<file path="src/rtl/regport_pkg.sv">
//------------------------------------------------------------------------------
// regport_pkg: shared widths, op codes, FSM encoding and lane-mask helper for
// the register-file port master.
// Revision: 1.0
//------------------------------------------------------------------------------
`default_nettype none

package regport_pkg;

  localparam int LANE_W = 8;
  localparam int IDX_W  = 5;
  localparam int DATA_W = 2 * LANE_W;
  localparam int ADDR_W = 2 * IDX_W;

  localparam logic [1:0] OP_READ  = 2'd0;
  localparam logic [1:0] OP_WRITE = 2'd1;
  localparam logic [1:0] OP_COPY  = 2'd2;

  typedef enum logic [1:0] {
    ST_IDLE = 2'd0,
    ST_RD   = 2'd1,
    ST_WR   = 2'd2,
    ST_RESP = 2'd3
  } state_t;

  function automatic logic [DATA_W-1:0] lane_mask(input logic [1:0] en);
    return {{LANE_W{en[1]}}, {LANE_W{en[0]}}};
  endfunction

endpackage

`default_nettype wire

</file>
<file path="src/rtl/regfile_port_master.sv">
//------------------------------------------------------------------------------
// regfile_port_master: sequences READ/WRITE/COPY requests onto the dual-lane
// 32x8 register file. Optional macro REGPORT_R0_PROTECT_EN makes index 0 read-only.
// Revision: 1.0
//------------------------------------------------------------------------------
`default_nettype none

module regfile_port_master
  import regport_pkg::*;
(
  input  logic              clock,
  input  logic              reset,
  input  logic              req_valid,
  output logic              req_ready,
  input  logic [1:0]        req_op,
  input  logic [1:0]        req_byte_en,
  input  logic [ADDR_W-1:0] req_src_addr,
  input  logic [ADDR_W-1:0] req_dst_addr,
  input  logic [DATA_W-1:0] req_wdata,
  output logic              rsp_valid,
  input  logic              rsp_ready,
  output logic [DATA_W-1:0] rsp_data,
  output logic              rsp_err,
  output logic [1:0]        rf_wr_en,
  output logic [1:0]        rf_rd_en,
  output logic [ADDR_W-1:0] rf_wr_addr,
  output logic [ADDR_W-1:0] rf_rd_addr,
  output logic [DATA_W-1:0] rf_wdata,
  input  logic [DATA_W-1:0] rf_rdata
);

  state_t            r_state;
  state_t            w_next;
  logic [1:0]        r_op;
  logic [1:0]        r_be;
  logic [1:0]        r_wr_mask;
  logic [ADDR_W-1:0] r_dst;
  logic [DATA_W-1:0] r_data;
  logic              r_err;

  logic              w_accept;
  logic [1:0]        w_req_mask;
  logic [DATA_W-1:0] w_capture;
  logic [1:0]        w_rd_en;
  logic [1:0]        w_wr_en;
  logic [ADDR_W-1:0] w_rd_addr;
  logic [ADDR_W-1:0] w_wr_addr;
  logic [DATA_W-1:0] w_wdata;

  assign w_accept  = req_valid && req_ready;
  assign w_capture = rf_rdata & lane_mask(r_be);

  // Lanes actually written once index-0 protection (if built in) is applied.
`ifdef REGPORT_R0_PROTECT_EN
  assign w_req_mask = req_byte_en & {(req_dst_addr[2*IDX_W-1:IDX_W] != '0),
                                     (req_dst_addr[IDX_W-1:0] != '0)};
`else
  assign w_req_mask = req_byte_en;
`endif

  always_ff @(posedge clock or posedge reset) begin
    if (reset) r_state <= ST_IDLE;
    else       r_state <= w_next;
  end

  always_comb begin
    w_next = r_state;
    case (r_state)
      ST_IDLE: begin
        if (w_accept) begin
          if (req_byte_en == 2'b00)    w_next = ST_RESP;
          else if (req_op == OP_WRITE) w_next = ST_WR;
          else                         w_next = ST_RD;
        end
      end
      ST_RD:   w_next = (r_op == OP_COPY) ? ST_WR : ST_RESP;
      ST_WR:   w_next = ST_RESP;
      ST_RESP: if (rsp_ready) w_next = ST_IDLE;
      default: w_next = ST_IDLE;
    endcase
  end

  // Next values of the registered pins: only the state being entered drives them.
  always_comb begin
    req_ready = (r_state == ST_IDLE);
    rsp_valid = (r_state == ST_RESP);
    w_rd_en   = 2'b00;
    w_rd_addr = '0;
    w_wr_en   = 2'b00;
    w_wr_addr = '0;
    w_wdata   = '0;
    if (r_state == ST_IDLE && w_next == ST_RD) begin
      w_rd_en   = req_byte_en;
      w_rd_addr = req_src_addr;
    end
    if (r_state == ST_IDLE && w_next == ST_WR) begin
      w_wr_en   = w_req_mask;
      w_wr_addr = req_dst_addr;
      w_wdata   = req_wdata;
    end
    if (r_state == ST_RD && w_next == ST_WR) begin
      w_wr_en   = r_wr_mask;
      w_wr_addr = r_dst;
      w_wdata   = w_capture;
    end
  end

  always_ff @(posedge clock or posedge reset) begin
    if (reset) begin
      r_op       <= OP_READ;
      r_be       <= 2'b00;
      r_wr_mask  <= 2'b00;
      r_dst      <= '0;
      r_data     <= '0;
      r_err      <= 1'b0;
      rf_rd_en   <= 2'b00;
      rf_rd_addr <= '0;
      rf_wr_en   <= 2'b00;
      rf_wr_addr <= '0;
      rf_wdata   <= '0;
    end else begin
      rf_rd_en   <= w_rd_en;
      rf_rd_addr <= w_rd_addr;
      rf_wr_en   <= w_wr_en;
      rf_wr_addr <= w_wr_addr;
      rf_wdata   <= w_wdata;
      if (w_accept) begin
        r_op      <= req_op;
        r_be      <= req_byte_en;
        r_wr_mask <= w_req_mask;
        r_dst     <= req_dst_addr;
        r_data    <= (req_op == OP_WRITE) ? (req_wdata & lane_mask(w_req_mask)) : '0;
        r_err     <= ((req_op == OP_WRITE) || (req_op == OP_COPY)) &&
                     ((req_byte_en & ~w_req_mask) != 2'b00);
      end else if (r_state == ST_RD) begin
        r_data <= w_capture;
      end
    end
  end

  assign rsp_data = r_data;
  assign rsp_err  = r_err;

endmodule

`default_nettype wire

</file>
<file path="config.mk">
export PLATFORM = sky130hd
export DESIGN_NAME = regfile_port_master
export DESIGN_NICKNAME = d
export VERILOG_FILES = /design/src/rtl/regport_pkg.sv /design/src/rtl/regfile_port_master.sv
export SDC_FILE = /design/constraint.sdc
export NUM_CORES = 1
export LEC_CHECK = 0
export ABC_CLOCK_PERIOD_IN_PS = 2700
export CORE_ASPECT_RATIO = 0.75
export CORE_UTILIZATION = 42
export CTS_CLUSTER_DIAMETER = 120
export DETAILED_ROUTE_END_ITERATION = 6
export GPL_TIMING_DRIVEN = 0
export PLACE_DENSITY = 0.86
export SYNTH_ARGS = -nofsm -noshare
export SYNTH_HDL_FRONTEND = slang
export SYNTH_SLANG_ARGS = --single-unit
</file>
<file path="constraint.sdc">
create_clock -name clock -period 2.7 [get_ports clock]
set_clock_uncertainty 0.15 [all_clocks]
set_input_delay 0.54 -clock clock [delete_from_list [all_inputs] [get_ports clock]]
set_output_delay 0.54 -clock clock [all_outputs]
set_load 0.01 [all_outputs]
</file>
# [Yosys cells after proc, flatten, opt, wreduce, memory -nomap -nowiden]
# Index checks and enable logic that the tools add are counted.
[word_totals] input_bits=60 elab_cells=50 out_inout_bits=59 register_bits=73
[classes] eq_ne=8 n_reduce_logical=10 bitwise_logic=4 n_mux=17
[ops] operator="16-bit 2-to-1 mux" count=5
[ops] operator="16-bit AND" count=2
[ops] operator="10-bit 2-to-1 mux" count=3
[ops] operator="2-bit 2-to-1 mux" count=7
[ops] operator="2-bit equality test, second input constant" count=5
[ops] operator="2-bit case mux with 4 select lines" count=1
[ops] operator="2-bit by 1-bit equality test with 1-bit output, second input constant" count=3
[ops] operator="1-bit logical AND" count=5
[ops] operator="2-bit zero test" count=2
[ops] operator="2-bit nonzero test" count=2
[ops] operator="2-bit AND" count=1
[ops] operator="2-bit NOT" count=1
[ops] operator="1-bit logical OR" count=1
[ops] operator="1-bit 2-to-1 mux" count=1

# [Depth between registers and ports, before layout]
# Gate-level depths: netlist of the first run.
[depth] ltp_word=9 depth_mapped=6 depth_no_buf=3

# [Least setup slack after synthesis of the first run]
# OpenSTA, ideal clock, no wires.
[synth_path] kind="input port to flip-flop" startpoint="in req_byte_en[0]" endpoint="reg rf_wdata[13]" required_ps=2429 setup_slack_ps=1003 stages=5 path_buffers=2 setup_ps=121 arrival_ps=1426 cell_sequence="nor2_1 and4b_1 buf_4 buf_6 a22o_1"
[synth_between] elab_chain_cells=8 elab_cells_between_ends=9 cone_classes="1 x eq/ne; 5 x mux; 3 x reduce/logical"
[synth_lines] element="from (decl)" line_no="regfile_port_master.sv:16" text="input logic [1:0] req_byte_en,"
[synth_lines] element="2-bit zero test (*)" line_no="regfile_port_master.sv:71" text="if (req_byte_en == 2'b00) w_next = ST_RESP;"
[synth_lines] element="2-bit 2-to-1 mux (*)" line_no="regfile_port_master.sv:71"
[synth_lines] element="2-bit 2-to-1 mux (*)" line_no="regfile_port_master.sv:70" text="if (w_accept) begin"
[synth_lines] element="2-bit case mux with 4 select lines (*)" line_no="regfile_port_master.sv:68" text="case (r_state)"
[synth_lines] element="2-bit equality test (*)" line_no="regfile_port_master.sv:96, regfile_port_master.sv:101"
[synth_lines] element="1-bit logical AND" line_no="regfile_port_master.sv:96" text="if (r_state == ST_IDLE && w_next == ST_WR) begin"
[synth_lines] element="16-bit 2-to-1 mux" line_no="regfile_port_master.sv:96"
[synth_lines] element="16-bit 2-to-1 mux (*)" line_no="regfile_port_master.sv:101" text="if (r_state == ST_RD && w_next == ST_WR) begin"
[synth_lines] element="net w_wdata[13]" line_no="regfile_port_master.sv:48" text="logic [DATA_W-1:0] w_wdata;"
[synth_lines] element="to (signal assigned)" line_no="regfile_port_master.sv:126" text="rf_wdata <= w_wdata;"
[synth_lines] element="to (decl)" line_no="regfile_port_master.sv:28" text="output logic [DATA_W-1:0] rf_wdata,"
# The timed path passes the listed nets; every way through them passes the cells marked *.
# A chain may end at the register's enable or synchronous reset.

# [Worst setup path in the final report of the first run]
[layout_path] startpoint="reg r_state[0]" endpoint="out req_ready"
[layout_between] elab_chain_cells=1
[layout_lines] element="from (decl)" line_no="regfile_port_master.sv:32" text="state_t r_state;"
[layout_lines] element="from (signal assigned)" line_no="regfile_port_master.sv:63" text="else r_state <= w_next;"
[layout_lines] element="2-bit zero test" line_no="regfile_port_master.sv:85" text="req_ready = (r_state == ST_IDLE);"
[layout_lines] element="to (decl)" line_no="regfile_port_master.sv:14" text="output logic req_ready,"
# Every way passes these cells.

==> impl_results.md, run 1 <==
* Mean area per synthesized cell at 14.2 µm²
* Final weighted congestion in routability-driven placement at 0.758
* Largest net degree at the start of global routing at 73
* Post-Synthesis Net Count at 260
* Worst slew margin relative to its limit at 42.6%
* Reg power frac at 40.2%
* Total via count after detailed routing at 2166
* Layout cells sized above 1 at 13.8%
* Worst Path Arrival at 1590 ps
* Total Routed Length at 6750 µm
* Inserted Clock Buffers at 9
* Count of nets left with antenna violations after detail routing at 0
* Starting Density at 44.2%
* Final net count at 388
* Worst setup slack after placement at 263 ps
* Crit-path max FO at 10
* Crit end category: output pin
* Growth of design area from synthesis to finish at 54.2%
* Hold wc startpoint: r_dst[9]
* Per-cell routed wire length at 16.3 µm
* Cell area after layout at 4370 µm²
* Longest Clk Path Bufs at 2
* CTS tree: built
* Origin of the critical flop-to-flop path: r_state[0]
* Number of port buffers at 117
* Critical path buffer and inverter count at 2
* Antenna diodes at 0
* Number of stages on the worst hold path at 1
* Cell accounting for the most synthesized area: sky130_fd_sc_hd__dfrtp_1
* Fraction of post-synthesis cell area in the top cell type by area at 63.6%
* Most used cells in the layout excluding fill and tap cells: 117 x sky130_fd_sc_hd__clkdlybuf4s50_1, 72 x sky130_fd_sc_hd__dfrtp_1, 42 x sky130_fd_sc_hd__a22o_1
* Proportion of total power due to net switching at 25.9%
* Static leakage at 2.08 nW
* Capturing point of the worst reg2reg path: r_dst[7]
* Clock latency on the worst-skew pair at 340 ps
* Die height at 73.1 µm
* Number of gates given a new drive strength after cts at 0
* Share of the yosys chip area belonging to registers at 63.6%
* Cell family contributing the most delay on the critical path: buffers and inverters
* Min cycle time layout at 2280 ps
* Total power density per cell area at 814 nW/µm²
* Launch point of the critical path: r_state[0]
* Clock power share at 30.7%
* Cell variety after synth at 28
* Number of endpoints failing setup at the final stage at 0
* Class of the tightest hold or removal check: flop to flop
* Number of buffers inserted to repair setup after CTS at 0
* Result of the run: finished, final reports clean
* Width of the chip at 96.8 µm
* Worst Reg-to-Reg Cells at 4
* Synth Cell Area at 2830 µm²
* Number of top-level pins at 119
* Slowest CP cell: sky130_fd_sc_hd__clkdlybuf4s50_1
* Fin. max-slew vios at 0
* Number of levels in the clock H-tree at 3
* Sum of overflow across all layers after global routing at 0
* Critical Setup Path Class: flop to output pin
* Std cell rows at 25
* Worst-Margin Slew at 861 ps
* Die footprint at 7080 µm²
* All-layer global routing usage at 20.0%
* CTS clock-pin slew for the worst setup and hold paths at 70 ps
* Worst-case setup margin in the final layout at 424 ps
* Detailed Routing Iterations Pass 1 at 4
* Number of antenna violations at the first check in global routing at 0
* Number of flip-flops and latches in the synthesized netlist at 72
* Final worst-path cycle share at 84.3%
* Logic pwr share at 29.2%
* Detailed Route Iter0 Violations at 84
* Data required time of the worst path at 2010 ps
* Total design power at 0.00356 W
* Most frequent standard cell in the layout excluding fill and tap cells: sky130_fd_sc_hd__clkdlybuf4s50_1
* F_max at 439 MHz
* CP startpoint kind: flop
* Worst reg2reg setup slack at 940 ps
* Clock root cell: sky130_fd_sc_hd__clkbuf_8
* Yosys warns at 0
* Main area contributors after synthesis: sky130_fd_sc_hd__dfrtp_1 64%, sky130_fd_sc_hd__a22o_1 13%, sky130_fd_sc_hd__mux2_2 5.6%
* Cells after Synth at 200
* Total net switching power at 0.000922 W
* Max rail drop VDD at 435 µV
* Clock sink count at 72
* Placed cell areas at 4110 µm²
* Setup repair after global routing missed its margin: false
* Worst-path cell chain: buf_6 > nor2_1 > clkdlybuf4s50_1
* Drt drc at 0
* Ratio of routed vias to standard cells at 5.23
* First-pass GRT wire length at 10900 µm
* Core Box Area at 6410 µm²
* Slowest cell delay on critical path at 580 ps
* Post-cts hold buffer count at 0
* Post-detail-place hpwl at 4830 µm
* Internal power at 0.00263 W
* Vias in the first global route at 2216
* Sum Neg Setup Slack at 0 ps
* Worst min-delay path endpoint: rf_wr_addr[9]
* Number of maximum-capacitance violations at 0
* Fillers at 455
* Final hold viol count at 0
stage by stage:
stage	util (%)	std cells	hold WS, ps
2_1_floorplan	-	200	319
3_3_place_gp	64.0	398	327
3_5_place_dp	64.0	398	336
4_1_cts	68.1	414	352
5_1_grt	68.1	414	380
6_report	68.1	414	352
power by group through the flow:
stage / combinational, W / sequential [W] / clock (W)
detailed placement: 0.00105 / 0.00145 / 0
CTS: 0.00105 / 0.00143 / 0.00112
global route: 0.00112 / 0.00146 / 0.00116
global placement: 0.00101 / 0.00143 / 0
finish: 0.00104 / 0.00143 / 0.00109
floorplan: 0.000524 / 0.00148 / 0
how the worst max path moves through the flow:
stage,endpoint,slack [ps],depth (start not counted)
after detailed placement,r_dst[3],260,4
final,req_ready,420,3
after global routing,req_ready,340,3
after global placement,r_dst[3],-980,2
after CTS,req_ready,380,3
after floorplan,r_dst[0],190,1
final cells by class:
cell class	instances	area, µm²	share of cell area, %
sequential	72	1800	41.3
timing repair buffer	117	1170	26.8
multi-input combinational	110	917	21.0
clock buffer	11	131	3.01
clock inverter	5	129	2.95
buffer	16	105	2.41
tap	81	101	2.32
inverter	2	10.0	0.229
sequential cells by signal, summed over array words and instances, names as in the netlist:
register and cells:
r_dst 10, rf_rd_addr 10, r_wr_mask 2, rf_rd_en 2, rsp_data 16, rf_wr_addr 10, r_op 2, rf_wdata 16
rf_wr_en 2, r_state 2
cells by family (layout without fill, tap and decap cells):
family          count (synthesis)  in the layout  share of synthesized area, %
compound gates                 63             63                          18.5
buf+inv                        18            151                          3.98
other cells                     1              1                         0.132
flops                          72             72                          63.6
mux                            14             14                          5.57
simple gates                   32             32                          8.22
Yosys cell counts:
library cell                n
sky130_fd_sc_hd__or2_1      2
sky130_fd_sc_hd__o32ai_1    1
sky130_fd_sc_hd__and4_1     2
sky130_fd_sc_hd__nor2_1     2
sky130_fd_sc_hd__buf_6      3
sky130_fd_sc_hd__clkbuf_1   2
sky130_fd_sc_hd__o21bai_2   1
sky130_fd_sc_hd__buf_1      1
sky130_fd_sc_hd__dfrtp_1   72
sky130_fd_sc_hd__a22o_1    42
sky130_fd_sc_hd__mux2_2    14
sky130_fd_sc_hd__o21ai_0    1
sky130_fd_sc_hd__nor3b_4    1
sky130_fd_sc_hd__a21oi_1    2
sky130_fd_sc_hd__inv_1      2
sky130_fd_sc_hd__nand2b_1   1
sky130_fd_sc_hd__nor2b_1    2
sky130_fd_sc_hd__and3b_1    2
sky130_fd_sc_hd__nor3_1     1
sky130_fd_sc_hd__a21o_1    16
sky130_fd_sc_hd__and4bb_2   1
sky130_fd_sc_hd__and4b_1    1
sky130_fd_sc_hd__and2_1    15
sky130_fd_sc_hd__nor3b_2    1
sky130_fd_sc_hd__and3_1     1
sky130_fd_sc_hd__conb_1     1
sky130_fd_sc_hd__buf_4      4
sky130_fd_sc_hd__buf_2      6
per-layer routing:
| layer | track usage [%] | vias up | wire [µm] |
|---|---|---|---|
| li1 | - | 983 | - |
| met1 | 23.9 | 1067 | 2800 |
| met2 | 33.1 | 106 | 3220 |
| met3 | 8.81 | 10 | 634 |
| met4 | 6.14 | 0 | 92 |
| met5 | 0 | - | 0 |
No activity file was read; power rests on OpenSTA's default activity.
==> inputs of run 2 (changes only) <==
--- a/config.mk
+++ b/config.mk
@@ -5,7 +5,7 @@
 export SDC_FILE = /design/constraint.sdc
 export NUM_CORES = 1
 export LEC_CHECK = 0
-export ABC_CLOCK_PERIOD_IN_PS = 2700
+export ABC_CLOCK_PERIOD_IN_PS = 2200
 export CORE_ASPECT_RATIO = 0.75
 export CORE_UTILIZATION = 42
 export CTS_CLUSTER_DIAMETER = 120
==> constraint.sdc (replaced) <==
create_clock -name clock -period 2.2 [get_ports clock]
set_clock_uncertainty 0.15 [all_clocks]
set_input_delay 0.44 -clock clock [delete_from_list [all_inputs] [get_ports clock]]
set_output_delay 0.44 -clock clock [all_outputs]
set_load 0.01 [all_outputs]
==> run 2 against run 1 <==
Against the previous run: clock-buffer cell count unchanged; clock power is essentially flat; register-to-register slack lost 480 ps; critical path depth did not move; sequential cell count is the same; sequential share of layout area increased by 0.26 points; cell area down 0.63%; sequential power grew 22%; routed wire length up 3.1%; critical path type unchanged; critical endpoint is now rsp_valid; largest cell class unchanged.
==> impl_results.md, run 2 (same netlist as run 1, synthesis figures left out) <==
* All-layer global routing usage at 20.8%
* Number of buffers inserted to repair setup after CTS at 0
* Longest Clk Path Bufs at 2
* Total via count after detailed routing at 2099
* Per-cell routed wire length at 16.8 µm
* Max rail drop VDD at 528 µV
* Class of the tightest hold or removal check: flop to flop
* Width of the chip at 96.8 µm
* Layout cells sized above 1 at 14.7%
* Most used cells in the layout excluding fill and tap cells: 116 x sky130_fd_sc_hd__clkdlybuf4s50_1, 72 x sky130_fd_sc_hd__dfrtp_1, 42 x sky130_fd_sc_hd__a22o_1
* Min cycle time layout at 2100 ps
* DP Cell Count at 399
* Final hold viol count at 0
* Final weighted congestion in routability-driven placement at 0.769
* Inserted Clock Buffers at 9
* Number of maximum-capacitance violations at 0
* Layout Cells excl Fill at 415
* Clock root cell: sky130_fd_sc_hd__clkbuf_8
* Result of the run: finished, final reports clean
* Number of port buffers at 117
* Fillers at 480
* Sum of overflow across all layers after global routing at 0
* Critical Setup Path Class: flop to output pin
* Vias in the first global route at 2248
* Post-cts hold buffer count at 0
* Setup repair after global routing missed its margin: false
* Core Box Area at 6410 µm²
* Starting Density at 44.2%
* Ratio of routed vias to standard cells at 5.06
* Worst Reg-to-Reg Cells at 4
* Worst Path Arrival at 1510 ps
* Fin. max-slew vios at 0
* Detailed Routing Iterations Pass 1 at 4
* CP startpoint kind: flop
* Drt drc at 0
* Hold slack final at 355 ps
* Final worst-path cycle share at 95.6%
* Number of endpoints failing setup at the final stage at 0
* Antenna diodes at 0
* Std cell rows at 25
* End-of-flow core utilization at 67.7%
* Die height at 73.1 µm
* Number of top-level pins at 119
* CTS tree: built
* Clock latency on the worst-skew pair at 340 ps
* First-pass GRT wire length at 11400 µm
* Number of stages on the worst hold path at 1
* Data required time of the worst path at 1610 ps
* F_max at 475 MHz
* Number of antenna violations at the first check in global routing at 0
* Growth of design area from synthesis to finish at 53.2%
* Most frequent standard cell in the layout excluding fill and tap cells: sky130_fd_sc_hd__clkdlybuf4s50_1
* Crit-path max FO at 10
* Count of nets left with antenna violations after detail routing at 0
* Worst-Margin Slew at 845 ps
* Largest net degree at the start of global routing at 39
* Worst slew margin relative to its limit at 43.5%
* Total Routed Length at 6950 µm
* Clock sink count at 72
* Detailed Route Iter0 Violations at 46
* CTS clock-pin slew for the worst setup and hold paths at 80 ps
* Die footprint at 7080 µm²
* Final net count at 389
* Crit end category: output pin
* Number of levels in the clock H-tree at 3
* Static leakage at 2.08 nW
* Total power density per cell area at 944 nW/µm²
* Post-detail-place hpwl at 4990 µm
-- run 2: per-stage QoR --
step                setup WS, ps  setup TNS [ps]  cell area [µm²]  total power (W)
floorplan                    603               0             2840          0.00246
global placement            -103           -4350             4110          0.00300
detailed placement          -121           -1590             4130          0.00306
CTS                         4.57               0             4330          0.00414
global route                1.73               0             4340          0.00432
finish                      96.2               0             4340          0.00410
-- run 2: path summary, 6_finish.rpt --
path,startpoint,end,slack [ps]
setup / recovery,r_state[1],rsp_valid,100
hold / removal,r_dst[5],rf_wr_addr[5],350
setup reg to reg,r_state[0],r_dst[2],460
hold reg to reg,r_dst[5],rf_wr_addr[5],350
max in group asynchronous,reset,rf_rd_addr[3],800
min in group asynchronous,reset,rsp_data[7],470
-- run 2: cell type report --
cell class              count  area [µm²]  area share, %
flip-flops and latches     72        1800           41.5
repair buffers            118        1190           27.5
multi-input cells         110         917           21.1
clock buffers              11         151           3.49
plain buffers              16         108           2.48
well taps                  81         101           2.34
clock inverters             5        55.1           1.27
inverters                   2        11.3          0.260
-- run 2: critical path, cell delays in order (launching register included) --
cell                              delay (ps)
sky130_fd_sc_hd__dfrtp_1                 320
sky130_fd_sc_hd__clkbuf_4                190
sky130_fd_sc_hd__and2_1                  140
sky130_fd_sc_hd__clkdlybuf4s50_1         530
-- run 2: timing repair --
action	CTS	global route
gates resized for setup	0	2
endpoints found under the hold margin	0	0
endpoints found under the setup margin	0	2
-- run 2: report_power, final --
| part | internal [W] | switching [W] |
|---|---|---|
| Clock | 0.000582 | 0.000488 |
| Sequential | 0.00161 | 0.000137 |
| Combinational | 0.000759 | 0.000522 |
-- run 2: metal layers --
layer	global-route usage (%)	routed length, µm
met5	0	0
met4	5.31	30
met3	9.58	629
met2	32.2	3160
met1	26.7	3130
==> inputs of run 3 (changes only) <==
--- a/config.mk
+++ b/config.mk
@@ -11,7 +11,7 @@
 export CTS_CLUSTER_DIAMETER = 120
 export DETAILED_ROUTE_END_ITERATION = 6
 export GPL_TIMING_DRIVEN = 0
-export PLACE_DENSITY = 0.86
+export PLACE_DENSITY = 0.79
 export SYNTH_ARGS = -nofsm -noshare
 export SYNTH_HDL_FRONTEND = slang
 export SYNTH_SLANG_ARGS = --single-unit
==> run 3 against run 2 <==
Against the previous run: power down 4.5%; clock power shrank 16%; cell count did not move; critical path type unchanged; critical endpoint unchanged; highest routed layer unchanged; first-iteration DRC count is 74% higher; sequential power barely moved.
==> impl_results.md, run 3 (same netlist as run 1, synthesis figures left out) <==
* Result of the run: finished, final reports clean
* Number of endpoints failing setup at the final stage at 0
* Critical Setup Path Class: flop to output pin
* Crit end category: output pin
* Final worst-path cycle share at 95.3%
* Launch point of the critical path: r_state[1]
* Worst-Margin Slew at 765 ps
* Most used cells in the layout excluding fill and tap cells: 116 x sky130_fd_sc_hd__clkdlybuf4s50_1, 72 x sky130_fd_sc_hd__dfrtp_1, 42 x sky130_fd_sc_hd__a22o_1
* Cell area after layout at 4300 µm²
* CTS tree: built
* Detailed Routing Iterations Pass 1 at 4
* Sum of overflow across all layers after global routing at 0
* Number of stages on the worst hold path at 1
* CTS clock-pin slew for the worst setup and hold paths at 70 ps
* Min cycle time layout at 2100 ps
* Proportion of total power due to net switching at 29.1%
* Worst setup slack after placement at -102 ps
* First-pass GRT wire length at 10800 µm
* Static leakage at 2.05 nW
* Logic pwr share at 32.5%
* Die height at 73.1 µm
* Number of port buffers at 117
* Placed cell areas at 4130 µm²
* Starting Density at 44.2%
* Class of the tightest hold or removal check: flop to flop
* Worst-path cell chain: clkbuf_4 > and2_1 > clkdlybuf4s50_1
* Worst-case setup margin in the final layout at 104 ps
* Ratio of routed vias to standard cells at 5.14
* Width of the chip at 96.8 µm
* Count of nets left with antenna violations after detail routing at 0
* Vias in the first global route at 2181
* Final net count at 389
* Path length in cells of the critical path at 3
* Hold wc startpoint: r_dst[9]
* Detailed Route Iter0 Violations at 80
* Final weighted congestion in routability-driven placement at 0.760
* Critical path buffer and inverter count at 2
* Slowest cell delay on critical path at 530 ps
* Worst Reg-to-Reg Cells at 4
* Data required time of the worst path at 1610 ps
* Fillers at 483
* Final hold viol count at 0
* Setup repair after global routing missed its margin: false
* Post-detail-place hpwl at 4830 µm
* Clock power share at 22.9%
* Cell family contributing the most delay on the critical path: buffers and inverters
* Post-cts hold buffer count at 0
* Total Routed Length at 6660 µm
* Layout cells sized above 1 at 14.7%
* Max rail drop VDD at 601 µV
* All-layer global routing usage at 20.1%
* Slowest CP cell: sky130_fd_sc_hd__clkdlybuf4s50_1
* Per-cell routed wire length at 16.0 µm
* Growth of design area from synthesis to finish at 51.9%
* Worst Path Arrival at 1510 ps
* Internal power at 0.00277 W
* Clock latency on the worst-skew pair at 340 ps
* Number of top-level pins at 119
* Clock sink count at 72
* Number of antenna violations at the first check in global routing at 0
* Fin. max-slew vios at 0
* Origin of the critical flop-to-flop path: r_state[0]
* Largest net degree at the start of global routing at 38
* Most frequent standard cell in the layout excluding fill and tap cells: sky130_fd_sc_hd__clkdlybuf4s50_1
* Total net switching power at 0.00114 W
* Total via count after detailed routing at 2133
* Crit-path max FO at 10
* Antenna diodes at 0
* Clock root cell: sky130_fd_sc_hd__clkbuf_8
* CP startpoint kind: flop
* Number of buffers inserted to repair setup after CTS at 0
* Total power density per cell area at 910 nW/µm²
* Die footprint at 7080 µm²
* Worst slew margin relative to its limit at 48.9%
* Drt drc at 0
* Inserted Clock Buffers at 9
* Number of levels in the clock H-tree at 3
* Area of all sequential standard cells at 1800 µm²
* Number of maximum-capacitance violations at 0
* F_max at 477 MHz
* Std cell rows at 25
* Longest Clk Path Bufs at 2
* Reg power frac at 44.7%
* Core Box Area at 6410 µm²
* Layout Cells excl Fill at 415
* Combined area of the multi-input logic cells at 917 µm²
* DP Cell Count at 399
run 3: path summary, 6_finish.rpt:
kind                            endpoint  slack, ps
max                            rsp_valid        100
min                        rf_wr_addr[9]        350
max reg2reg                 r_wr_mask[0]        470
min reg2reg                rf_wr_addr[9]        350
max in group asynchronous     r_state[1]        830
min in group asynchronous    rf_wdata[0]        440
run 3: per-stage QoR:
step	setup TNS, ps	hold WS [ps]	power [W]	utilization [%]
2_1_floorplan	0	319	0.00246	-
4_1_cts	0	353	0.00395	67.0
6_report	0	352	0.00391	67.1
3_3_place_gp	-7030	327	0.00301	64.1
5_1_grt	0	387	0.00413	67.1
3_5_place_dp	-1100	336	0.00305	64.4
run 3: repair_timing:
action | CTS | global route
gates resized for setup | 1 | 1
setup endpoints to repair | 1 | 1
pin swaps | 0 | 0
run 3: layer usage:
metal  GRT usage, %  up-vias  wire length, µm
li1               -      988                -
met1           25.9     1039             3000
met3           7.18        5              529
met2           32.3      101             3090
met5              0        -                0
met4           5.97        0               46
run 3: worst register-to-register path, delay by kind of cell, from the launching register on:
kind,cells,cell delay (ps)
AND/OR/NAND/NOR,1,330
multiplexers,1,340
buffers and inverters,2,410
flip-flops,1,390
run 3: layout make-up:
type | instances | area share [%]
flip-flops and latches | 72 | 41.9
repair buffers | 118 | 27.7
multi-input cells | 110 | 21.3
clock buffers | 9 | 2.88
plain buffers | 16 | 2.50
well taps | 81 | 2.36
clock inverters | 7 | 1.13
inverters | 2 | 0.262
run 3: power by group through the flow:
stage | Sequential, W | Clock, W | Combinational, W
detailed placement | 0.00177 | 0 | 0.00128
floorplan | 0.00181 | 0 | 0.000644
finish | 0.00175 | 0.000895 | 0.00127
global route | 0.00178 | 0.000967 | 0.00138
CTS | 0.00175 | 0.000926 | 0.00128
global placement | 0.00176 | 0 | 0.00125
